File: config.mk
export PLATFORM = sky130hd
export DESIGN_NAME = doodle_jump_fsm_flat
export DESIGN_NICKNAME = d
export VERILOG_FILES = /design/src/rtl/doodle_jump_fsm_if.sv /design/src/rtl/doodle_jump_fsm.sv /design/src/flat_wrapper.sv
export SDC_FILE = /design/constraint.sdc
export NUM_CORES = 1
export LEC_CHECK = 0
export BUFFER_PORTS_ARGS = -buffer_cell sky130_fd_sc_hd__buf_4
export CAP_MARGIN = 20
export CORE_MARGIN = 5
export CORE_UTILIZATION = 30
export CTS_BUF_LIST = sky130_fd_sc_hd__clkbuf_16
export DETAILED_ROUTE_END_ITERATION = 7
export GPL_ROUTABILITY_DRIVEN = 1
export PLACE_DENSITY_LB_ADDON = 0.12
export SYNTH_ARGS = -nofsm -noshare
export SYNTH_HDL_FRONTEND = slang
export SYNTH_SLANG_ARGS = --single-unit
File: constraint.sdc
create_clock -name clk -period 3.46 [get_ports clk]
set_input_delay 0.346 -clock clk [delete_from_list [all_inputs] [get_ports clk]]
set_output_delay 0.346 -clock clk [all_outputs]
set_load 0.01 [all_outputs]
File: src/rtl/doodle_jump_fsm_if.sv
// Doodle jump sequencer bus: player inputs in, one-hot state and counters out.
// The motion controller and the sequencer both connect through this bundle.
interface doodle_jump_fsm_if;
    logic        start;
    logic        land;
    logic [9:0]  ypos;
    logic        q_I;
    logic        q_Up;
    logic        q_Down;
    logic        q_Done;
    logic [7:0]  jump_cnt;
    logic [15:0] altitude;
    logic [7:0]  score;

    modport master (
        output start,
        output land,
        output ypos,
        input  q_I,
        input  q_Up,
        input  q_Down,
        input  q_Done,
        input  jump_cnt,
        input  altitude,
        input  score
    );

    modport slave (
        input  start,
        input  land,
        input  ypos,
        output q_I,
        output q_Up,
        output q_Down,
        output q_Done,
        output jump_cnt,
        output altitude,
        output score
    );
endinterface

File: src/rtl/doodle_jump_fsm.sv
// Doodle jump/game-state sequencer: jump travel, apex/landing/fall-off,
// altitude and score, feeding one-hot states to the motion controller.
module doodle_jump_fsm #(
    parameter int STEP        = 2,
    parameter int JUMP_HEIGHT = 80,
    parameter int TOP_Y       = 60,
    parameter int BOTTOM_Y    = 505,
    parameter int SCORE_SHIFT = 3
) (
    input  logic               clk,
    input  logic               rst,
    doodle_jump_fsm_if.slave   dj
);

    if (JUMP_HEIGHT > 254 || JUMP_HEIGHT < 1 || STEP < 1) begin : g_bad_param
        $error("doodle_jump_fsm: JUMP_HEIGHT must be 1..254 and STEP >= 1");
    end

    localparam logic [8:0]  STEP9  = 9'(STEP);
    localparam logic [16:0] STEP17 = 17'(STEP);
    localparam logic [15:0] STEP16 = 16'(STEP);
    localparam logic [8:0]  JH9    = 9'(JUMP_HEIGHT);
    localparam logic [9:0]  TOP10  = 10'(TOP_Y);
    localparam logic [9:0]  BOT10  = 10'(BOTTOM_Y);

    // One-hot encoding so that any corrupted pattern is detectable.
    typedef enum logic [3:0] {
        S_INIT = 4'b0001,
        S_UP   = 4'b0010,
        S_DOWN = 4'b0100,
        S_DONE = 4'b1000
    } state_e;

    state_e      state_q, state_d;
    logic [7:0]  jump_cnt_q, jump_cnt_d;
    logic [15:0] alt_q, alt_d;
    logic [15:0] max_alt_q, max_alt_d;
    logic        start_q;

    logic        start_rise;
    logic [8:0]  jump_sum;
    logic [16:0] alt_sum;
    logic [15:0] alt_inc;
    logic [15:0] alt_dec;
    logic        apex;
    logic        ceiling;
    logic        fell_off;
    logic [15:0] score_full;

    assign start_rise = dj.start & ~start_q;
    assign jump_sum   = {1'b0, jump_cnt_q} + STEP9;
    assign alt_sum    = {1'b0, alt_q} + STEP17;
    assign alt_inc    = alt_sum[16] ? 16'hFFFF : alt_sum[15:0];
    assign alt_dec    = (alt_q < STEP16) ? 16'h0000 : (alt_q - STEP16);
    assign apex       = (jump_sum >= JH9);
    assign ceiling    = (dj.ypos <= TOP10);
    assign fell_off   = (dj.ypos >= BOT10);

    always_ff @(posedge clk or negedge rst) begin
        if (!rst) begin
            state_q    <= S_INIT;
            jump_cnt_q <= 8'd0;
            alt_q      <= 16'd0;
            max_alt_q  <= 16'd0;
            start_q    <= 1'b0;
        end else begin
            state_q    <= state_d;
            jump_cnt_q <= jump_cnt_d;
            alt_q      <= alt_d;
            max_alt_q  <= max_alt_d;
            start_q    <= dj.start;
        end
    end

    always_comb begin
        state_d    = state_q;
        jump_cnt_d = jump_cnt_q;
        alt_d      = alt_q;
        max_alt_d  = max_alt_q;
        unique case (state_q)
            S_INIT: begin
                jump_cnt_d = 8'd0;
                alt_d      = 16'd0;
                max_alt_d  = 16'd0;
                if (start_rise) begin
                    state_d = S_UP;
                end
            end
            S_UP: begin
                jump_cnt_d = jump_sum[7:0];
                alt_d      = alt_inc;
                max_alt_d  = (alt_inc > max_alt_q) ? alt_inc : max_alt_q;
                if (apex || ceiling) begin
                    state_d = S_DOWN;
                end
            end
            S_DOWN: begin
                // Landing wins over fall-off when both happen together.
                if (dj.land) begin
                    state_d    = S_UP;
                    jump_cnt_d = 8'd0;
                end else if (fell_off) begin
                    state_d = S_DONE;
                end else begin
                    alt_d = alt_dec;
                end
            end
            S_DONE: begin
                if (start_rise) begin
                    state_d    = S_INIT;
                    jump_cnt_d = 8'd0;
                    alt_d      = 16'd0;
                    max_alt_d  = 16'd0;
                end
            end
            default: begin
                state_d    = S_INIT;
                jump_cnt_d = 8'd0;
                alt_d      = 16'd0;
                max_alt_d  = 16'd0;
            end
        endcase
    end

    assign score_full = max_alt_q >> SCORE_SHIFT;

    assign dj.q_I      = (state_q == S_INIT);
    assign dj.q_Up     = (state_q == S_UP);
    assign dj.q_Down   = (state_q == S_DOWN);
    assign dj.q_Done   = (state_q == S_DONE);
    assign dj.jump_cnt = jump_cnt_q;
    assign dj.altitude = alt_q;
    assign dj.score    = (|score_full[15:8]) ? 8'hFF : score_full[7:0];

endmodule
File: src/flat_wrapper.sv
// flat-port wrapper written by rule: the top's interface ports become plain ports
module doodle_jump_fsm_flat 
#(
    parameter int STEP        = 2,
    parameter int JUMP_HEIGHT = 80,
    parameter int TOP_Y       = 60,
    parameter int BOTTOM_Y    = 505,
    parameter int SCORE_SHIFT = 3
)
  (clk, rst, dj_start, dj_land, dj_ypos, dj_q_I, dj_q_Up, dj_q_Down, dj_q_Done, dj_jump_cnt, dj_altitude, dj_score);
  doodle_jump_fsm_if dj_i ();
  input  logic clk;
  input  logic rst;
  input wire logic [$bits(dj_i.start)-1:0] dj_start;
  input wire logic [$bits(dj_i.land)-1:0] dj_land;
  input wire logic [$bits(dj_i.ypos)-1:0] dj_ypos;
  output wire logic [$bits(dj_i.q_I)-1:0] dj_q_I;
  output wire logic [$bits(dj_i.q_Up)-1:0] dj_q_Up;
  output wire logic [$bits(dj_i.q_Down)-1:0] dj_q_Down;
  output wire logic [$bits(dj_i.q_Done)-1:0] dj_q_Done;
  output wire logic [$bits(dj_i.jump_cnt)-1:0] dj_jump_cnt;
  output wire logic [$bits(dj_i.altitude)-1:0] dj_altitude;
  output wire logic [$bits(dj_i.score)-1:0] dj_score;
  assign dj_i.start = dj_start;
  assign dj_i.land = dj_land;
  assign dj_i.ypos = dj_ypos;
  assign dj_q_I = dj_i.q_I;
  assign dj_q_Up = dj_i.q_Up;
  assign dj_q_Down = dj_i.q_Down;
  assign dj_q_Done = dj_i.q_Done;
  assign dj_jump_cnt = dj_i.jump_cnt;
  assign dj_altitude = dj_i.altitude;
  assign dj_score = dj_i.score;
  doodle_jump_fsm #(.STEP(STEP), .JUMP_HEIGHT(JUMP_HEIGHT), .TOP_Y(TOP_Y), .BOTTOM_Y(BOTTOM_Y), .SCORE_SHIFT(SCORE_SHIFT)) u_core (.clk(clk), .rst(rst), .dj(dj_i));
endmodule
==> results.cfg <==
[status]
outcome = finished, final reports clean

[setup_path]
path_class = reg2reg
cp_data_arrival_time_ps = 3500
cp-end-kind = flop
cp_max_fo = 7
ff2ff_path_depth = 14
required_ps = 3630
cp-start-kind = flop

[finish]
final_cells = 581
multi_input_area_um2 = 1970
fillers = 1063
layout.cells.most_common_list = buf_4, nand2_1, dfrtp_1, o21ai_0, inv_1
final_common_cell = buf_4
nets = 477
synthToLayoutAreaGrowth_pct = 30.4
design_area_um2 = 4120
drive_above_1_share_pct = 27.9
n_antenna_cell = 0
seqCellArea_um2 = 1100

[timing]
finalSetupViolCount = 0
grt_setup_unrepaired = yes
period_minus_slack_ps = 3330
max_freq_mhz = 300
worstMarginPinSlew_ps = 721
drv_slew = 0
fin_crit_sh_pct = 96.2
finalSetupTns_ps = 0
whs_ps = 61.6
fin_worst_skew_ps = 4.79
slew_headroom_pct = 51.7
hold_viol = 0

[yosys]
synth_compound_gate_area_share_pct = 20.5
yosys_warnings = 0
synth-edff-count = 0
ys_types = 67
yosys.area_share.simple_pct = 23.1
synthMuxAreaShare_pct = 6.33
synth_top_family_by_area = simple AND/OR/NAND/NOR gates
synth-xor-area-share_pct = 1.66
syn_inst = 371
synth_flop_cell = dfrtp_1
syn-cell-area_um2 = 3160
postSynth.asyncResetShare_pct = 100
synth_fa_ha_area_share_pct = 7.52
synth.net_count = 404
ys_seq_elements = 44
avgSynthCellArea_um2 = 8.52
ys_seq_area_share_pct = 34.9

[power]
power_density_nw_per_um2 = 419
p_leak_nw = 2.08
vdd_drop_max_mv = 0.283
total_power_w = 0.00173

[global_routing]
antenna_found_initial = 0
grt_pass1_vias = 3073
grt_max_degree = 45
grt_overflow_total = 0
grt_util_all_layers_pct = 15.8
grt_first_pass_wirelength_um = 16200

[drt]
via_per_inst = 5.27
totalWireLength_um = 9810
num_vias = 3060
final_antenna_net_count = 0
routedWlPerCell_um = 16.9
drc = 0
dr.first_iter.drc_count = 134
drt-pass1-iter-count = 5

[clocking]
clock-root-buffer = clkbuf_16
clk_latency_ps = 290
h-tree-depth = 2
cts_buffers = 5
ctsHoldBuffers = 0
path_clk_slew_ps = 70
cts.sinks = 44
cts_buffer_depth = 2
cts_tree = built

[floorplanning]
dieArea_um2 = 12700
die_w_um = 113
die_h_um = 113
core_um2 = 10300
num_rows = 37
initial_core_util_pct = 30.6
io_pins = 50

[flow_run]
drv_cap = 0

[placed_design]
dpl.hpwl_um = 7290
routabilityCongestion = 0.861
dpl_cell_area_um2 = 3880
portBuffers = 48
post-place-cells = 571

[worst_hold_path]
hold_class = in2async
[flip-flops by register name (all words and copies together) (netlist names)]
register	cells
u_core.max_alt_q	16
u_core.dj.altitude	16
u_core.state_q	4
u_core.start_q	1
u_core.dj.jump_cnt	7
[worst max-delay path, stage by stage (launching register included)]
cell and delay [ps]:
dfrtp_2 390, buf_4 150, and4_4 230, and2_4 170
and4_4 220, xnor2_1 110, nand2_1 80, ha_1 300
nand4_1 160, nor3_2 230, nor3b_4 270, a221oi_4 110
a2111oi_4 250, buf_4 210, mux2_2 330
[kinds of logic after synthesis]
kind of cell,after synthesis
AOI/OAI and AO/OA,95
xor gates and xnor gates,6
DFF,44
other,1
muxes,19
adders and majority gates,19
and+or+nand+nor,143
buffers and inverters,44
[synthesized netlist by cell type (5+ instances only)]
master / count / area, µm²
a21oi_1: 17 / 85.1
a22o_1: 6 / 52.6
a31oi_1: 5 / 31.3
clkbuf_1: 12 / 45.0
dfrtp_1: 43 / 1080
ha_1: 19 / 238
inv_1: 25 / 93.8
mux2_2: 8 / 90.1
mux2i_1: 11 / 110
nand2_1: 54 / 203
nand3_1: 14 / 70.1
nand4_1: 5 / 31.3
nor2_1: 21 / 78.8
nor3_1: 12 / 60.1
o21ai_0: 31 / 155
[power by group]
group	switching, W	internal, W
combinational	0.000395	0.000278
sequential	0.0000287	0.000555
clock	0.000209	0.000263
total	0.000632	0.00110
[layout make-up]
type	count	share of cell area, %
multi-input cells	283	47.8
flip-flops and latches	44	26.8
repair buffers	83	15.4
well taps	136	4.13
clock buffers	5	3.03
inverters	27	2.46
clock inverters	3	0.334
[path summary, 6_finish.rpt]
path	from	end	slack, ps
setup / recovery	u_core.dj.altitude[1]	u_core.max_alt_q[10]	130
hold / removal	rst	u_core.max_alt_q[4]	60
setup reg to reg	u_core.dj.altitude[1]	u_core.max_alt_q[10]	130
hold reg to reg	u_core.max_alt_q[14]	u_core.max_alt_q[14]	510
max in group asynchronous	rst	u_core.dj.altitude[1]	2970
min in group clk	dj_start	u_core.start_q	170
[what timing repair did]
action,in CTS,in global routing
gates resized for setup,0,20
setup buffers,0,2
endpoints found under the setup margin,0,16
[per-stage QoR]
step / setup slack (ps) / utilization, %
final: 130 / 39.9
after detailed placement: 56.3 / 37.5
after global placement: 127 / 37.5
after CTS: 1.20 / 38.9
after global routing: -68.5 / 39.9
after floorplan: 33.6 / -
[routing by layer]
metal	up-vias	share of wire, %	routed length (µm)	global-route usage, %
li1	1482	-	-	-
met1	1486	47	4630	22.2
met2	88	47	4630	25.4
met3	4	5.1	496	3.02
met4	0	0.59	58	2.88
met5	-	0	0	0
(Power assumes the default switching activity.)
